==> config.mk <==
export PLATFORM = sky130hd
export DESIGN_NAME = alu_imm_pipeline_flat
export DESIGN_NICKNAME = d
export VERILOG_FILES = /design/src/rtl/alu_imm_pipeline_if.sv /design/src/rtl/alu_imm_pipeline.sv /design/src/flat_wrapper.sv
export SDC_FILE = /design/constraint.sdc
export NUM_CORES = 1
export LEC_CHECK = 0
export CAP_MARGIN = 20
export CORE_UTILIZATION = 45
export CTS_BUF_LIST = sky130_fd_sc_hd__clkbuf_4
export DETAILED_ROUTE_END_ITERATION = 8
export GPL_TIMING_DRIVEN = 0
export PLACE_DENSITY = 0.72
export SLEW_MARGIN = 25
export SYNTH_ARGS = -nofsm -noshare
export SYNTH_HDL_FRONTEND = slang
export SYNTH_SLANG_ARGS = --single-unit
==> constraint.sdc <==
create_clock -name CLK -period 7.27 [get_ports CLK]
set_input_delay 1.454 -clock CLK [delete_from_list [all_inputs] [get_ports CLK]]
set_output_delay 1.454 -clock CLK [all_outputs]
set_load 0.1 [all_outputs]
==> src/rtl/alu_imm_pipeline_if.sv <==
// Bundles the ALU reg-imm issue port, the PRF read/forward operand buses and the
// writeback request. The slave modport is the pipeline; master is the surrounding core.
interface alu_imm_pipeline_if #(
  parameter int unsigned PRF_BANK_COUNT     = 4,
  parameter int unsigned LOG_PRF_BANK_COUNT = 2,
  parameter int unsigned LOG_PR_COUNT       = 7,
  parameter int unsigned LOG_ROB_ENTRIES    = 7
);
  logic                                 issue_valid;
  logic [3:0]                           issue_op;
  logic [11:0]                          issue_imm12;
  logic                                 issue_A_forward;
  logic                                 issue_A_is_zero;
  logic [LOG_PRF_BANK_COUNT-1:0]        issue_A_bank;
  logic [LOG_PR_COUNT-1:0]              issue_dest_PR;
  logic [LOG_ROB_ENTRIES-1:0]           issue_ROB_index;
  logic                                 issue_ready;

  logic                                 A_reg_read_ack;
  logic [PRF_BANK_COUNT-1:0][31:0]      reg_read_data_by_bank;
  logic [PRF_BANK_COUNT-1:0][31:0]      forward_data_by_bank;

  logic                                 WB_valid;
  logic [31:0]                          WB_data;
  logic [LOG_PR_COUNT-1:0]              WB_PR;
  logic [LOG_ROB_ENTRIES-1:0]           WB_ROB_index;
  logic                                 WB_ready;

  modport slave (
    input  issue_valid, issue_op, issue_imm12, issue_A_forward, issue_A_is_zero,
           issue_A_bank, issue_dest_PR, issue_ROB_index,
    output issue_ready,
    input  A_reg_read_ack, reg_read_data_by_bank, forward_data_by_bank,
    output WB_valid, WB_data, WB_PR, WB_ROB_index,
    input  WB_ready
  );

  modport master (
    output issue_valid, issue_op, issue_imm12, issue_A_forward, issue_A_is_zero,
           issue_A_bank, issue_dest_PR, issue_ROB_index,
    input  issue_ready,
    output A_reg_read_ack, reg_read_data_by_bank, forward_data_by_bank,
    input  WB_valid, WB_data, WB_PR, WB_ROB_index,
    output WB_ready
  );
endinterface

==> src/rtl/alu_imm_pipeline.sv <==
// RV32I OP-IMM execution pipe: operand collect (OC) -> execute (EX) -> writeback request (WB).
// One op per stage, in order, with a valid/ready writeback that holds its payload until accepted.
module alu_imm_pipeline #(
  parameter int unsigned PRF_BANK_COUNT     = 4,
  parameter int unsigned LOG_PRF_BANK_COUNT = 2,
  parameter int unsigned LOG_PR_COUNT       = 7,
  parameter int unsigned LOG_ROB_ENTRIES    = 7
) (
  input logic               CLK,
  input logic               nRST,
  alu_imm_pipeline_if.slave bus
);

  localparam logic [1:0] ST_NEW  = 2'd0;
  localparam logic [1:0] ST_WAIT = 2'd1;
  localparam logic [1:0] ST_HAVE = 2'd2;

  logic                          oc_valid_q, oc_valid_d;
  logic [1:0]                    oc_state_q, oc_state_d;
  logic [3:0]                    oc_op_q, oc_op_d;
  logic [11:0]                   oc_imm_q, oc_imm_d;
  logic                          oc_fwd_q, oc_fwd_d;
  logic                          oc_zero_q, oc_zero_d;
  logic [LOG_PRF_BANK_COUNT-1:0] oc_bank_q, oc_bank_d;
  logic [LOG_PR_COUNT-1:0]       oc_pr_q, oc_pr_d;
  logic [LOG_ROB_ENTRIES-1:0]    oc_rob_q, oc_rob_d;
  logic [31:0]                   saved_a_q, saved_a_d;

  logic                          ex_valid_q, ex_valid_d;
  logic [3:0]                    ex_op_q, ex_op_d;
  logic [11:0]                   ex_imm_q, ex_imm_d;
  logic [31:0]                   ex_a_q, ex_a_d;
  logic [LOG_PR_COUNT-1:0]       ex_pr_q, ex_pr_d;
  logic [LOG_ROB_ENTRIES-1:0]    ex_rob_q, ex_rob_d;

  logic                          wb_valid_q, wb_valid_d;
  logic [31:0]                   wb_data_q, wb_data_d;
  logic [LOG_PR_COUNT-1:0]       wb_pr_q, wb_pr_d;
  logic [LOG_ROB_ENTRIES-1:0]    wb_rob_q, wb_rob_d;

  logic        a_have_now;
  logic [31:0] a_now;
  logic        ex_advance, oc_advance, issue_ready, accept;
  logic [31:0] imm_sext, alu_result;
  logic [4:0]  shamt;

  always_comb begin
    // Operand A for the op in OC this cycle; zero beats forward beats PRF read.
    a_have_now = 1'b0;
    a_now      = '0;
    if (oc_valid_q) begin
      case (oc_state_q)
        ST_NEW: begin
          if (oc_zero_q) begin
            a_have_now = 1'b1;
          end else if (oc_fwd_q) begin
            a_have_now = 1'b1;
            a_now      = bus.forward_data_by_bank[oc_bank_q];
          end else if (bus.A_reg_read_ack) begin
            a_have_now = 1'b1;
            a_now      = bus.reg_read_data_by_bank[oc_bank_q];
          end
        end
        ST_WAIT: begin
          if (bus.A_reg_read_ack) begin
            a_have_now = 1'b1;
            a_now      = bus.reg_read_data_by_bank[oc_bank_q];
          end
        end
        ST_HAVE: begin
          a_have_now = 1'b1;
          a_now      = saved_a_q;
        end
        default: ;
      endcase
    end

    ex_advance  = ~wb_valid_q | bus.WB_ready;
    oc_advance  = oc_valid_q & a_have_now & (~ex_valid_q | ex_advance);
    issue_ready = ~oc_valid_q | oc_advance;
    accept      = bus.issue_valid & issue_ready;

    oc_valid_d = oc_valid_q;
    oc_state_d = oc_state_q;
    oc_op_d    = oc_op_q;
    oc_imm_d   = oc_imm_q;
    oc_fwd_d   = oc_fwd_q;
    oc_zero_d  = oc_zero_q;
    oc_bank_d  = oc_bank_q;
    oc_pr_d    = oc_pr_q;
    oc_rob_d   = oc_rob_q;
    saved_a_d  = saved_a_q;
    if (accept) begin
      oc_valid_d = 1'b1;
      oc_state_d = ST_NEW;
      oc_op_d    = bus.issue_op;
      oc_imm_d   = bus.issue_imm12;
      oc_fwd_d   = bus.issue_A_forward;
      oc_zero_d  = bus.issue_A_is_zero;
      oc_bank_d  = bus.issue_A_bank;
      oc_pr_d    = bus.issue_dest_PR;
      oc_rob_d   = bus.issue_ROB_index;
    end else if (oc_advance) begin
      oc_valid_d = 1'b0;
    end else if (oc_valid_q && a_have_now) begin
      // Blocked by EX: keep the forward/read value, those buses will not repeat it.
      oc_state_d = ST_HAVE;
      saved_a_d  = a_now;
    end else if (oc_valid_q && oc_state_q == ST_NEW) begin
      oc_state_d = ST_WAIT;
    end

    ex_valid_d = ex_valid_q;
    ex_op_d    = ex_op_q;
    ex_imm_d   = ex_imm_q;
    ex_a_d     = ex_a_q;
    ex_pr_d    = ex_pr_q;
    ex_rob_d   = ex_rob_q;
    if (oc_advance) begin
      ex_valid_d = 1'b1;
      ex_op_d    = oc_op_q;
      ex_imm_d   = oc_imm_q;
      ex_a_d     = a_now;
      ex_pr_d    = oc_pr_q;
      ex_rob_d   = oc_rob_q;
    end else if (ex_advance) begin
      ex_valid_d = 1'b0;
    end

    imm_sext = {{20{ex_imm_q[11]}}, ex_imm_q};
    shamt    = ex_imm_q[4:0];
    case (ex_op_q[2:0])
      3'b000:  alu_result = ex_a_q + imm_sext;
      3'b010:  alu_result = {31'b0, $signed(ex_a_q) < $signed(imm_sext)};
      3'b011:  alu_result = {31'b0, ex_a_q < imm_sext};
      3'b100:  alu_result = ex_a_q ^ imm_sext;
      3'b110:  alu_result = ex_a_q | imm_sext;
      3'b111:  alu_result = ex_a_q & imm_sext;
      3'b001:  alu_result = ex_a_q << shamt;
      3'b101:  alu_result = ex_op_q[3] ? 32'($signed(ex_a_q) >>> shamt) : (ex_a_q >> shamt);
      default: alu_result = '0;
    endcase

    wb_valid_d = wb_valid_q;
    wb_data_d  = wb_data_q;
    wb_pr_d    = wb_pr_q;
    wb_rob_d   = wb_rob_q;
    if (ex_valid_q && ex_advance) begin
      wb_valid_d = 1'b1;
      wb_data_d  = alu_result;
      wb_pr_d    = ex_pr_q;
      wb_rob_d   = ex_rob_q;
    end else if (bus.WB_ready) begin
      wb_valid_d = 1'b0;
    end
  end

  always_ff @(posedge CLK or negedge nRST) begin
    if (!nRST) begin
      oc_valid_q <= 1'b0;
      oc_state_q <= ST_NEW;
      oc_op_q    <= '0;
      oc_imm_q   <= '0;
      oc_fwd_q   <= 1'b0;
      oc_zero_q  <= 1'b0;
      oc_bank_q  <= '0;
      oc_pr_q    <= '0;
      oc_rob_q   <= '0;
      saved_a_q  <= '0;
      ex_valid_q <= 1'b0;
      ex_op_q    <= '0;
      ex_imm_q   <= '0;
      ex_a_q     <= '0;
      ex_pr_q    <= '0;
      ex_rob_q   <= '0;
      wb_valid_q <= 1'b0;
      wb_data_q  <= '0;
      wb_pr_q    <= '0;
      wb_rob_q   <= '0;
    end else begin
      oc_valid_q <= oc_valid_d;
      oc_state_q <= oc_state_d;
      oc_op_q    <= oc_op_d;
      oc_imm_q   <= oc_imm_d;
      oc_fwd_q   <= oc_fwd_d;
      oc_zero_q  <= oc_zero_d;
      oc_bank_q  <= oc_bank_d;
      oc_pr_q    <= oc_pr_d;
      oc_rob_q   <= oc_rob_d;
      saved_a_q  <= saved_a_d;
      ex_valid_q <= ex_valid_d;
      ex_op_q    <= ex_op_d;
      ex_imm_q   <= ex_imm_d;
      ex_a_q     <= ex_a_d;
      ex_pr_q    <= ex_pr_d;
      ex_rob_q   <= ex_rob_d;
      wb_valid_q <= wb_valid_d;
      wb_data_q  <= wb_data_d;
      wb_pr_q    <= wb_pr_d;
      wb_rob_q   <= wb_rob_d;
    end
  end

  assign bus.issue_ready  = issue_ready;
  assign bus.WB_valid     = wb_valid_q;
  assign bus.WB_data      = wb_data_q;
  assign bus.WB_PR        = wb_pr_q;
  assign bus.WB_ROB_index = wb_rob_q;

endmodule

==> src/flat_wrapper.sv <==
// flat-port wrapper written by rule: the top's interface ports become plain ports
module alu_imm_pipeline_flat 
#(
  parameter int unsigned PRF_BANK_COUNT     = 4,
  parameter int unsigned LOG_PRF_BANK_COUNT = 2,
  parameter int unsigned LOG_PR_COUNT       = 7,
  parameter int unsigned LOG_ROB_ENTRIES    = 7
)
  (CLK, nRST, bus_issue_valid, bus_issue_op, bus_issue_imm12, bus_issue_A_forward, bus_issue_A_is_zero, bus_issue_A_bank, bus_issue_dest_PR, bus_issue_ROB_index, bus_issue_ready, bus_A_reg_read_ack, bus_reg_read_data_by_bank, bus_forward_data_by_bank, bus_WB_valid, bus_WB_data, bus_WB_PR, bus_WB_ROB_index, bus_WB_ready);
  alu_imm_pipeline_if #(.PRF_BANK_COUNT(PRF_BANK_COUNT), .LOG_PRF_BANK_COUNT(LOG_PRF_BANK_COUNT), .LOG_PR_COUNT(LOG_PR_COUNT), .LOG_ROB_ENTRIES(LOG_ROB_ENTRIES)) bus_i ();
  input logic CLK;
  input logic nRST;
  input wire logic [$bits(bus_i.issue_valid)-1:0] bus_issue_valid;
  input wire logic [$bits(bus_i.issue_op)-1:0] bus_issue_op;
  input wire logic [$bits(bus_i.issue_imm12)-1:0] bus_issue_imm12;
  input wire logic [$bits(bus_i.issue_A_forward)-1:0] bus_issue_A_forward;
  input wire logic [$bits(bus_i.issue_A_is_zero)-1:0] bus_issue_A_is_zero;
  input wire logic [$bits(bus_i.issue_A_bank)-1:0] bus_issue_A_bank;
  input wire logic [$bits(bus_i.issue_dest_PR)-1:0] bus_issue_dest_PR;
  input wire logic [$bits(bus_i.issue_ROB_index)-1:0] bus_issue_ROB_index;
  output wire logic [$bits(bus_i.issue_ready)-1:0] bus_issue_ready;
  input wire logic [$bits(bus_i.A_reg_read_ack)-1:0] bus_A_reg_read_ack;
  input wire logic [$bits(bus_i.reg_read_data_by_bank)-1:0] bus_reg_read_data_by_bank;
  input wire logic [$bits(bus_i.forward_data_by_bank)-1:0] bus_forward_data_by_bank;
  output wire logic [$bits(bus_i.WB_valid)-1:0] bus_WB_valid;
  output wire logic [$bits(bus_i.WB_data)-1:0] bus_WB_data;
  output wire logic [$bits(bus_i.WB_PR)-1:0] bus_WB_PR;
  output wire logic [$bits(bus_i.WB_ROB_index)-1:0] bus_WB_ROB_index;
  input wire logic [$bits(bus_i.WB_ready)-1:0] bus_WB_ready;
  assign bus_i.issue_valid = bus_issue_valid;
  assign bus_i.issue_op = bus_issue_op;
  assign bus_i.issue_imm12 = bus_issue_imm12;
  assign bus_i.issue_A_forward = bus_issue_A_forward;
  assign bus_i.issue_A_is_zero = bus_issue_A_is_zero;
  assign bus_i.issue_A_bank = bus_issue_A_bank;
  assign bus_i.issue_dest_PR = bus_issue_dest_PR;
  assign bus_i.issue_ROB_index = bus_issue_ROB_index;
  assign bus_issue_ready = bus_i.issue_ready;
  assign bus_i.A_reg_read_ack = bus_A_reg_read_ack;
  assign bus_i.reg_read_data_by_bank = bus_reg_read_data_by_bank;
  assign bus_i.forward_data_by_bank = bus_forward_data_by_bank;
  assign bus_WB_valid = bus_i.WB_valid;
  assign bus_WB_data = bus_i.WB_data;
  assign bus_WB_PR = bus_i.WB_PR;
  assign bus_WB_ROB_index = bus_i.WB_ROB_index;
  assign bus_i.WB_ready = bus_WB_ready;
  alu_imm_pipeline #(.PRF_BANK_COUNT(PRF_BANK_COUNT), .LOG_PRF_BANK_COUNT(LOG_PRF_BANK_COUNT), .LOG_PR_COUNT(LOG_PR_COUNT), .LOG_ROB_ENTRIES(LOG_ROB_ENTRIES)) u_core (.CLK(CLK), .nRST(nRST), .bus(bus_i));
endmodule
==> summary.txt <==
Job
  – Max-Cap Viols: 0

Floorplan
  – Initial Util: between 40 and 50%
  – Core area: between 30,000 and 40,000 µm²
  – # IOs: between 300 and 400
  – Die area: 36,460 µm²
  – Die Height: 191.0 µm
  – Die X: ~190 µm
  – FP Rows: 68

STA
  – Worst slew margin: around 17%
  – PnR worst setup slack: ~2.1 ns
  – Final Hold Fails: 0
  – Actual slew at the worst max-slew pin: approximately 1.2 ns
  – Pins over their slew limit: 0
  – Setup violations, final: 0
  – RSZ-0062 raised after global routing: false
  – Hold Slack: between 0.4 and 0.5 ns
  – Fmax achieved: approximately 200 MHz
  – Post-route clock period utilization: between 70 and 80%
  – Shortest period the worst path allows: slightly above 5 ns
  – Worst Skew: between 0.03 and 0.04 ns

CTS
  – Hold Buf Count CTS: 0
  – Clock Path Buffers: 2
  – Number of setup buffers added after CTS: 0
  – H-tree lvl count: 4
  – Clock insertion delay at the later pin of the skew report: 0.69 ns
  – Resize count post-CTS: 0
  – TritonCTS Buffers: 17
  – Root Buffer: clkbuf_4
  – CTS tree: built
  – Clock-pin slew on the worst setup and hold paths: approximately 0.16 ns
  – Clk sinks: between 150 and 200

Logic synthesis
  – Top post-synthesis cells by area: dfrtp_1 (28%), mux4_2 (15%), mux2_2 (9.0%)
  – Mapped Area: ~16,000 µm²
  – YS warnings: 0
  – Seq/Total Area, Yosys: about 28%
  – Syn avg cell area: roughly 9.5 µm²
  – Synth Register Bits: 179
  – Synthesized Nets: 2,087
  – Area leader, netlist: dfrtp_1
  – Syn Inst Count: between 1,500 and 2,000
  – Cell with the most instances after synthesis: nand2_1
  – Number of synthesized flops with an enable pin: 0
  – Yosys cell types: 81
  – Synth async-reset ratio: between 90% and 100%
  – Post-synth top area share: between 20% and 30%
  – Synth cell count leaders: nand2_1 (195), dfrtp_1 (179), nor2_1 (154)
  – Primary FF master, synth: dfrtp_1

Global route
  – GRT Util Overall: approximately 40%
  – Vias in the first global route: 16,430
  – Largest net degree at the start of global routing: 95
  – First-pass GRT wire length: roughly 110 mm
  – Initial antenna violation count: 3
  – Total global routing overflow: 0

Critical path
  – Reg2reg start: u_core.ex_imm_q[11]$_DFFE_PN0P_
  – Most frequent cell on the critical path: clkdlybuf4s50_1
  – Delay-heaviest family, CP: buffers and inverters
  – Worst path bufs/invs: 3
  – Reg2Reg Setup Slack: 2.59 ns
  – Critical path type: input port to primary output
  – CP startpoint kind: input port
  – Worst Path Arrival: between 3 and 4 ns
  – CP peak stage delay: 1.15 ns
  – Crit path max fanout: 3
  – Worst Setup End Kind: primary output
  – Critical Path RT: just under 6 ns
  – CP startpoint: bus_A_reg_read_ack
  – Worst path slowest cell: clkdlybuf4s50_1
  – Worst path cell trace: clkdlybuf4s50_1 > inv_1 > o22ai_1 > nand3_1 > nand2_1 > clkdlybuf4s50_1

Routing
  – DRC: 0
  – Vias: 16,360
  – DR iter-0 viols: 1,549
  – DRT Pass-1 Iters: 5
  – WL/cell: between 20 and 30 µm
  – Routed wire length: 72.38 mm
  – Final ANT Viol Nets: 0
  – Number of vias per cell: 6.477

Worst hold path
  – Hold_sp: u_core.ex_rob_q[1]$_DFFE_PN0P_
  – Hold Path Class: flip-flop to flip-flop

Final layout
  – Layout cells sized above 1: between 15 and 20%
  – Final nets: roughly 2,400
  – Area Growth Syn to Fin: 26.93%

Placed design
  – RePlAce Congestion: 1.057
  – Detail Placement HPWL: just under 60 mm
  – Number of port buffers: 342
  – DP Worst Slack: between 2 and 2.5 ns

Outcome
  – Status: finished, final reports clean
final cells by class:
cell class | instances | area, µm²
flip-flops and latches | 179 | 4479
plain buffers | 133 | 626.9
clock buffers | 18 | 135.1
fillers | 3099 | 14410
multi-input cells | 1313 | 10710
inverters | 69 | 259.0
clock inverters | 13 | 148.9
well taps | 455 | 569.3
diodes | 3 | 7.507
repair buffers | 343 | 3456
cells in the final DEF (no fill, tap or decap), drive strengths merged, types with 9 or more instances in the layout:
cell / instances
nand2: 195
a22oi: 42
a211oi: 30
o211ai: 24
o2111ai: 9
a2111oi: 10
mux2i: 54
mux4: 106
nor2: 155
nand3: 10
o22ai: 13
clkbuf: 100
mux2: 130
nor3: 28
dfrtp: 179
a31oi: 11
buf: 53
nor2b: 13
a21oi: 138
xor2: 10
inv: 75
o21ai: 90
ha: 97
xnor2: 11
nand2b: 13
clkdlybuf4s50: 341
worst min-delay path, delay by kind of cell (launching register included):
| family | cells | cell delay [ns] |
|---|---|---|
| and+or+nand+nor | 2 | 0.10 |
| DFF | 1 | 0.37 |
metal layers:
layer	routed length [µm]	track usage (%)	part of all wire, %
met2	34170	65.12	47
met5	0	0	0
met3	6326	7.729	8.7
met1	27830	49.58	38
met4	4047	21.29	5.6
stage by stage:
step	instance area [µm²]	setup TNS, ns	util (%)	instances
finish	20390	0	58.60	2526
global route	20390	0	58.60	2526
CTS	20380	0	58.55	2523
detailed placement	20090	0	57.74	2492
global placement	20060	-439.29	57.64	2491
floorplan	16070	0	-	1694
worst paths after layout:
kind / end / depth (start not counted)
min in group asynchronous: u_core.ex_pr_q[1]$_DFFE_PN0P_ / 1
setup / recovery: bus_issue_ready / 6
hold / removal: u_core.bus.WB_ROB_index[1]$_DFFE_PN0P_ / 2
hold reg to reg: u_core.bus.WB_ROB_index[1]$_DFFE_PN0P_ / 2
setup reg to reg: u_core.bus.WB_data[28]$_DFFE_PN0P_ / 11
max in group asynchronous: u_core.saved_a_q[29]$_DFFE_PN0P_ / 2
cell families after synthesis:
logic type               synth area share (%)
AND/OR/NAND/NOR                         12.37
AO/OA/AOI/OAI                           18.07
multiplexers                            27.36
buffers and inverters                   5.506
flip-flops                              27.88
adder cells (fa/ha/maj)                 7.679
XOR/XNOR                                1.145
sequential cells by signal (all words and copies together), names as in the netlist, 4 cells and up:
name                     cells
u_core.bus.WB_data          32
u_core.ex_a_q               32
u_core.saved_a_q            32
u_core.ex_imm_q             12
u_core.oc_imm_q             12
u_core.bus.WB_PR             7
u_core.bus.WB_ROB_index      7
u_core.ex_pr_q               7
u_core.ex_rob_q              7
u_core.oc_pr_q               7
u_core.oc_rob_q              7
u_core.ex_op_q               4
u_core.oc_op_q               4
Power is not shown: default switching activity piles up to over one toggle a cycle in this logic, so the estimate is an artifact.
